## src/rtl/reg_mem_bist_pkg.sv

```systemverilog
// Shared types and default parameters for the reg_mem BIST initiator.
package reg_mem_bist_pkg;

    localparam int DEF_DATA_WIDTH = 8;
    localparam int DEF_ADDR_BITS  = 5;
    localparam int DEF_BASE_VALUE = 10;

    typedef enum logic [2:0] {
        IDLE,
        WRITE,
        RD_ADDR,
        RD_CHK,
        DONE
    } state_t;

    typedef enum logic {
        PH_TRUE,
        PH_INV
    } phase_t;

endpackage

```

## src/rtl/reg_mem_bist_pattern_gen.sv

```systemverilog
// Expected-word generator: (BASE_VALUE + idx) mod 2^DATA_WIDTH, optionally inverted.
module bist_pattern_gen
    import reg_mem_bist_pkg::*;
#(
    parameter int DATA_WIDTH = DEF_DATA_WIDTH,
    parameter int ADDR_BITS  = DEF_ADDR_BITS,
    parameter int BASE_VALUE = DEF_BASE_VALUE
) (
    input  logic [ADDR_BITS:0]    idx,
    input  phase_t                phase,
    output logic [DATA_WIDTH-1:0] pattern
);

    logic [DATA_WIDTH-1:0] sum;

    assign sum     = DATA_WIDTH'(BASE_VALUE) + DATA_WIDTH'(idx);
    assign pattern = (phase == PH_INV) ? ~sum : sum;

endmodule

```

## src/rtl/reg_mem_bist.sv

```systemverilog
// Write/read-back self-test initiator driving a reg_mem.
// Optional second inverted-pattern pass: define REG_MEM_BIST_INV_PASS_EN.
//
// state   | meaning
// IDLE    | waiting for start, outputs at reset values
// WRITE   | writing pattern(idx) to mem_addr=idx, one word per cycle
// RD_ADDR | read address presented, waiting for data to settle
// RD_CHK  | compare mem_rdata with pattern(idx)
// DONE    | result held until next start
module reg_mem_bist
    import reg_mem_bist_pkg::*;
#(
    parameter int DATA_WIDTH = DEF_DATA_WIDTH,
    parameter int ADDR_BITS  = DEF_ADDR_BITS,
    parameter int BASE_VALUE = DEF_BASE_VALUE
) (
    input  logic                  clk,
    input  logic                  rst,
    input  logic                  start,
    output logic                  busy,
    output logic                  done,
    output logic                  pass,
    output logic [ADDR_BITS-1:0]  fail_addr,
    output logic [DATA_WIDTH-1:0] fail_data,
    output logic [ADDR_BITS-1:0]  mem_addr,
    output logic [DATA_WIDTH-1:0] mem_wdata,
    output logic                  mem_wen,
    input  logic [DATA_WIDTH-1:0] mem_rdata
);

    localparam logic [ADDR_BITS:0] LAST_IDX = (ADDR_BITS+1)'((1 << ADDR_BITS) - 1);
    localparam logic [ADDR_BITS:0] ONE      = (ADDR_BITS+1)'(1);

    state_t                state;
    logic [ADDR_BITS:0]    idx;
    logic [ADDR_BITS:0]    gen_idx;
    logic [DATA_WIDTH-1:0] pattern;
    phase_t                phase;

    // While writing, the generator looks one word ahead so mem_wdata is registered
    always_comb begin
        gen_idx = idx;
        if (state == WRITE) gen_idx = idx + ONE;
    end

    bist_pattern_gen #(
        .DATA_WIDTH (DATA_WIDTH),
        .ADDR_BITS  (ADDR_BITS),
        .BASE_VALUE (BASE_VALUE)
    ) u_pattern_gen (
        .idx     (gen_idx),
        .phase   (phase),
        .pattern (pattern)
    );

`ifndef REG_MEM_BIST_INV_PASS_EN
    assign phase = PH_TRUE;
`endif

    always_ff @(posedge clk or posedge rst) begin
        if (rst) begin
            state     <= IDLE;
            idx       <= '0;
            busy      <= 1'b0;
            done      <= 1'b0;
            pass      <= 1'b0;
            fail_addr <= '0;
            fail_data <= '0;
            mem_addr  <= '0;
            mem_wdata <= '0;
            mem_wen   <= 1'b0;
`ifdef REG_MEM_BIST_INV_PASS_EN
            phase     <= PH_TRUE;
`endif
        end else begin
            case (state)
                IDLE, DONE: begin
                    if (start) begin
                        state     <= WRITE;
                        idx       <= '0;
                        busy      <= 1'b1;
                        done      <= 1'b0;
                        pass      <= 1'b0;
                        fail_addr <= '0;
                        fail_data <= '0;
                        mem_addr  <= '0;
                        mem_wdata <= DATA_WIDTH'(BASE_VALUE);
                        mem_wen   <= 1'b1;
`ifdef REG_MEM_BIST_INV_PASS_EN
                        phase     <= PH_TRUE;
`endif
                    end
                end
                WRITE: begin
                    if (idx == LAST_IDX) begin
                        state    <= RD_ADDR;
                        idx      <= '0;
                        mem_addr <= '0;
                        mem_wen  <= 1'b0;
                    end else begin
                        idx       <= gen_idx;
                        mem_addr  <= gen_idx[ADDR_BITS-1:0];
                        mem_wdata <= pattern;
                    end
                end
                RD_ADDR: begin
                    state <= RD_CHK;
                end
                RD_CHK: begin
                    if (mem_rdata != pattern) begin
                        state     <= DONE;
                        busy      <= 1'b0;
                        done      <= 1'b1;
                        pass      <= 1'b0;
                        fail_addr <= idx[ADDR_BITS-1:0];
                        fail_data <= mem_rdata;
                    end else if (idx == LAST_IDX) begin
`ifdef REG_MEM_BIST_INV_PASS_EN
                        if (phase == PH_TRUE) begin
                            state     <= WRITE;
                            phase     <= PH_INV;
                            idx       <= '0;
                            mem_addr  <= '0;
                            mem_wdata <= ~DATA_WIDTH'(BASE_VALUE);
                            mem_wen   <= 1'b1;
                        end else
`endif
                        begin
                            state <= DONE;
                            busy  <= 1'b0;
                            done  <= 1'b1;
                            pass  <= 1'b1;
                        end
                    end else begin
                        state    <= RD_ADDR;
                        idx      <= idx + ONE;
                        mem_addr <= idx[ADDR_BITS-1:0] + ADDR_BITS'(1);
                    end
                end
                default: state <= IDLE;
            endcase
        end
    end

endmodule

```

## config.mk

```make
export PLATFORM = sky130hd
export DESIGN_NAME = reg_mem_bist
export DESIGN_NICKNAME = d
export VERILOG_FILES = /design/src/rtl/reg_mem_bist_pkg.sv /design/src/rtl/reg_mem_bist_pattern_gen.sv /design/src/rtl/reg_mem_bist.sv
export SDC_FILE = /design/constraint.sdc
export NUM_CORES = 1
export LEC_CHECK = 0
export BUFFER_PORTS_ARGS = -buffer_cell sky130_fd_sc_hd__buf_4
export CAP_MARGIN = 20
export CORE_MARGIN = 3
export CORE_UTILIZATION = 50
export DETAILED_ROUTE_END_ITERATION = 7
export PLACE_DENSITY = 0.86
export SYNTH_ARGS = -nofsm -noshare
export SYNTH_HDL_FRONTEND = slang
export SYNTH_HIERARCHICAL = 1
export SYNTH_SLANG_ARGS = --single-unit
```

## constraint.sdc

```tcl
create_clock -name clk -period 6.94 [get_ports clk]
set_input_delay 1.388 -clock clk [delete_from_list [all_inputs] [get_ports clk]]
set_output_delay 1.388 -clock clk [all_outputs]
set_load 0.01 [all_outputs]
```

==> key figures <==
Synthesis
  • Avg Cell Area, Syn: 8.955 um2
  • Synth Instances: 216
  • Synthesized area: 1934 um2
  • Area contributors post-synth: dfrtp_1 (44%), nand2_1 (8.7%), xnor2_1 (6.8%), nand3_1 (4.4%), o21ai_0 (3.6%)
  • Commonest cells in the netlist: nand2_1 (45), dfrtp_1 (34), nand3_1 (17), xnor2_1 (15), o21ai_0 (14)
  • Most frequent cell after synthesis: nand2_1
  • Synth top area share: 0.4398
  • Yosys synthesis warning count: 6
  • EDFF count, synth: 0
  • Post-synth ARST share: 1.000
  • Synth unique cells: 41
  • Primary FF master, synth: dfrtp_1
  • Largest area contributor in the netlist: dfrtp_1
  • Flops & latches, synth: 34
  • Sequential cell area fraction in the yosys report: 0.4398

Floorplan
  • Rows: 21
  • Die W: 68.20 um
  • Die area: 4651 um2
  • Num ports: 41
  • Core area: 3521 um2
  • Die H: 68.20 um
  • Initial core utilization: 0.5494

STA
  • Final Setup Violations: 0
  • Fin crit share: 0.5292
  • Tmin final: 3673 ps
  • Fmax: 0.2723 GHz
  • Slew @ Worst Pin: 899.6 ps
  • Final Max Slew Viols: 0
  • Final worst setup slack: 3267 ps
  • TNS Setup: 0 ps
  • RSZ-0062 raised after global routing: false
  • Skew final: 5.028 ps
  • Hold Vio Cnt, Final: 0
  • Slew Limit Headroom: 0.3980
  • Hold WS: 496.6 ps

Critical path
  • Crit path cell chain: nand2b_1, nor2_1, mux2_2, ha_1, xor2_1, xnor2_1, xnor2_1, nand4_2, o21ba_2, a2bb2oi_1, o21ai_1
  • Worst R2R Start: state[2]
  • Worst path arrival time: 3830 ps
  • Startpoint Class: flop
  • Crit path required time: 7100 ps
  • Most frequent CP cell: xnor2_1
  • R2R Setup Slk: 3270 ps
  • Critical path type: reg -> reg
  • CP Launch Point: state[2]
  • Largest fanout on the critical path: 29
  • Crit end category: flop
  • Slowest stage delay, CP: 710 ps
  • Critical path's slowest cell: nor2_1

Clock network
  • Root Buffer: clkbuf_8
  • Clock buffer depth: 2
  • Setup Fix Bufs, Post-CTS: 0
  • Number of buffers created by CTS: 5
  • CTS tree: built
  • Clk Latency, worst-skew pair: 280 ps
  • Clock transition at path regs: 70 ps
  • Resized cells post-CTS: 0
  • # H-tree levels: 2
  • Hold Buf Count CTS: 0
  • Sink Count: 34

Detailed routing
  • Total Wirelength: 4.204 mm
  • Vias: 1581
  • Post-DR wirelength/cell: 14.30 um
  • DRT iter0 DRCs: 110
  • Routed Antenna Nets: 0
  • Via density per instance: 5.378
  • Residual DRC: 0
  • DR pass1 iterations: 4

Job
  • Max-cap violations: 0

Place
  • Post-DP Area: 2186 um2
  • RePlAce Congestion: 0.8995
  • IO buf count: 40
  • Final HPWL DP: 3.089 mm
  • Place WS: 3310 ps
  • Placed insts: 287

GRT
  • First-pass GRT wire length: 7.196 mm
  • Initial antenna violation count: 0
  • Total global-route track usage: 0.2033
  • Largest net degree at the start of global routing: 35
  • Vias in the first global route: 1511
  • GRT Residual Overflow: 0

Layout
  • Share of cells above drive strength 1: 0.2460
  • Fin nets: 261
  • Post-Layout Inst Area: 2265 um2
  • Antenna diode count: 0
  • Post-route insts no fill: 294
  • Layout Area Growth over Synthesis: 17.08%

Worst hold path
  • HP Start: mem_wen
  • Worst min path class: reg -> reg

Power
  • Leakage: 1.051 nW
  • Power density over the cells: 478.6 nW/um2
  • Peak supply drop: 349.6 uV

Outcome
  • Status: completed
layout make-up:
class                      count  area (um2)
sequential                    34       850.8
inverter                       2       7.507
clock inverter                 2       10.01
multi-input combinational    164       962.2
tap                           46       57.56
clock buffer                   5       68.82
fill                         306        1256
timing repair buffer          41       307.8
placed cells by master (no fill, tap or decap), types with 6 or more instances in the layout:
cell     synthesis  layout
nand2_1         45      45
buf_4            7      41
dfrtp_1         34      34
nand3_1         17      17
xnor2_1         15      15
o21ai_0         14      14
nor2_1          13      13
o21ai_1         10      10
a21oi_1          6       6
final timing paths:
check / depth (start not counted) / endpoint
max reg2reg: 11 / idx[5]
min: 2 / mem_wen
min in group asynchronous: 3 / fail_data[5]
max: 11 / idx[5]
min reg2reg: 2 / mem_wen
max in group asynchronous: 3 / mem_addr[1]
report_power, final:
| part | leakage, nW | internal, W | switching [W] |
|---|---|---|---|
| sequential | 0.430 | 0.000273 | 0.0000713 |
| clock | 0.0438 | 0.0000672 | 0.0000677 |
| combinational | 0.578 | 0.000267 | 0.000337 |
worst max-delay path, delay by kind of cell (launching register included):
kind / cells / cell delay (ps)
compound gates: 3 / 810
fa+ha+maj: 1 / 230
xor+xnor: 3 / 540
simple gates: 3 / 1090
mux: 1 / 460
flops: 1 / 410
registers in the layout, indices dropped and copies added, names as in the netlist:
name and count:
idx 2, done 1, pass 1, busy 1, fail_data 8, mem_wen 1, state 3, fail_addr 5
mem_wdata 8, mem_addr 4
cells by family after synthesis:
kind of cell,share of synthesized area
other,0.001939
AOI/OAI and AO/OA,0.1326
muxes,0.01164
xor gates and xnor gates,0.1074
and+or+nand+nor,0.2290
DFF,0.4398
adders and majority gates,0.01293
buffers and inverters,0.06468
layer usage:
layer,part of all wire,routed length (um),GRT usage,vias to the layer above
met5,0,0,0,-
met4,0.0052,22,0.04467,0
met3,0.060,253,0.04762,5
met2,0.46,1944,0.2972,48
met1,0.47,1983,0.3045,742
li1,-,-,-,786
stage by stage:
step,util,power (W)
finish,0.6432,0.001084
global route,0.6432,0.001177
CTS,0.6432,0.001088
detailed placement,0.6208,0.0009474
global placement,0.6208,0.0009364
floorplan,-,0.0007731
Note: power is estimated with default switching activity, not from simulation.
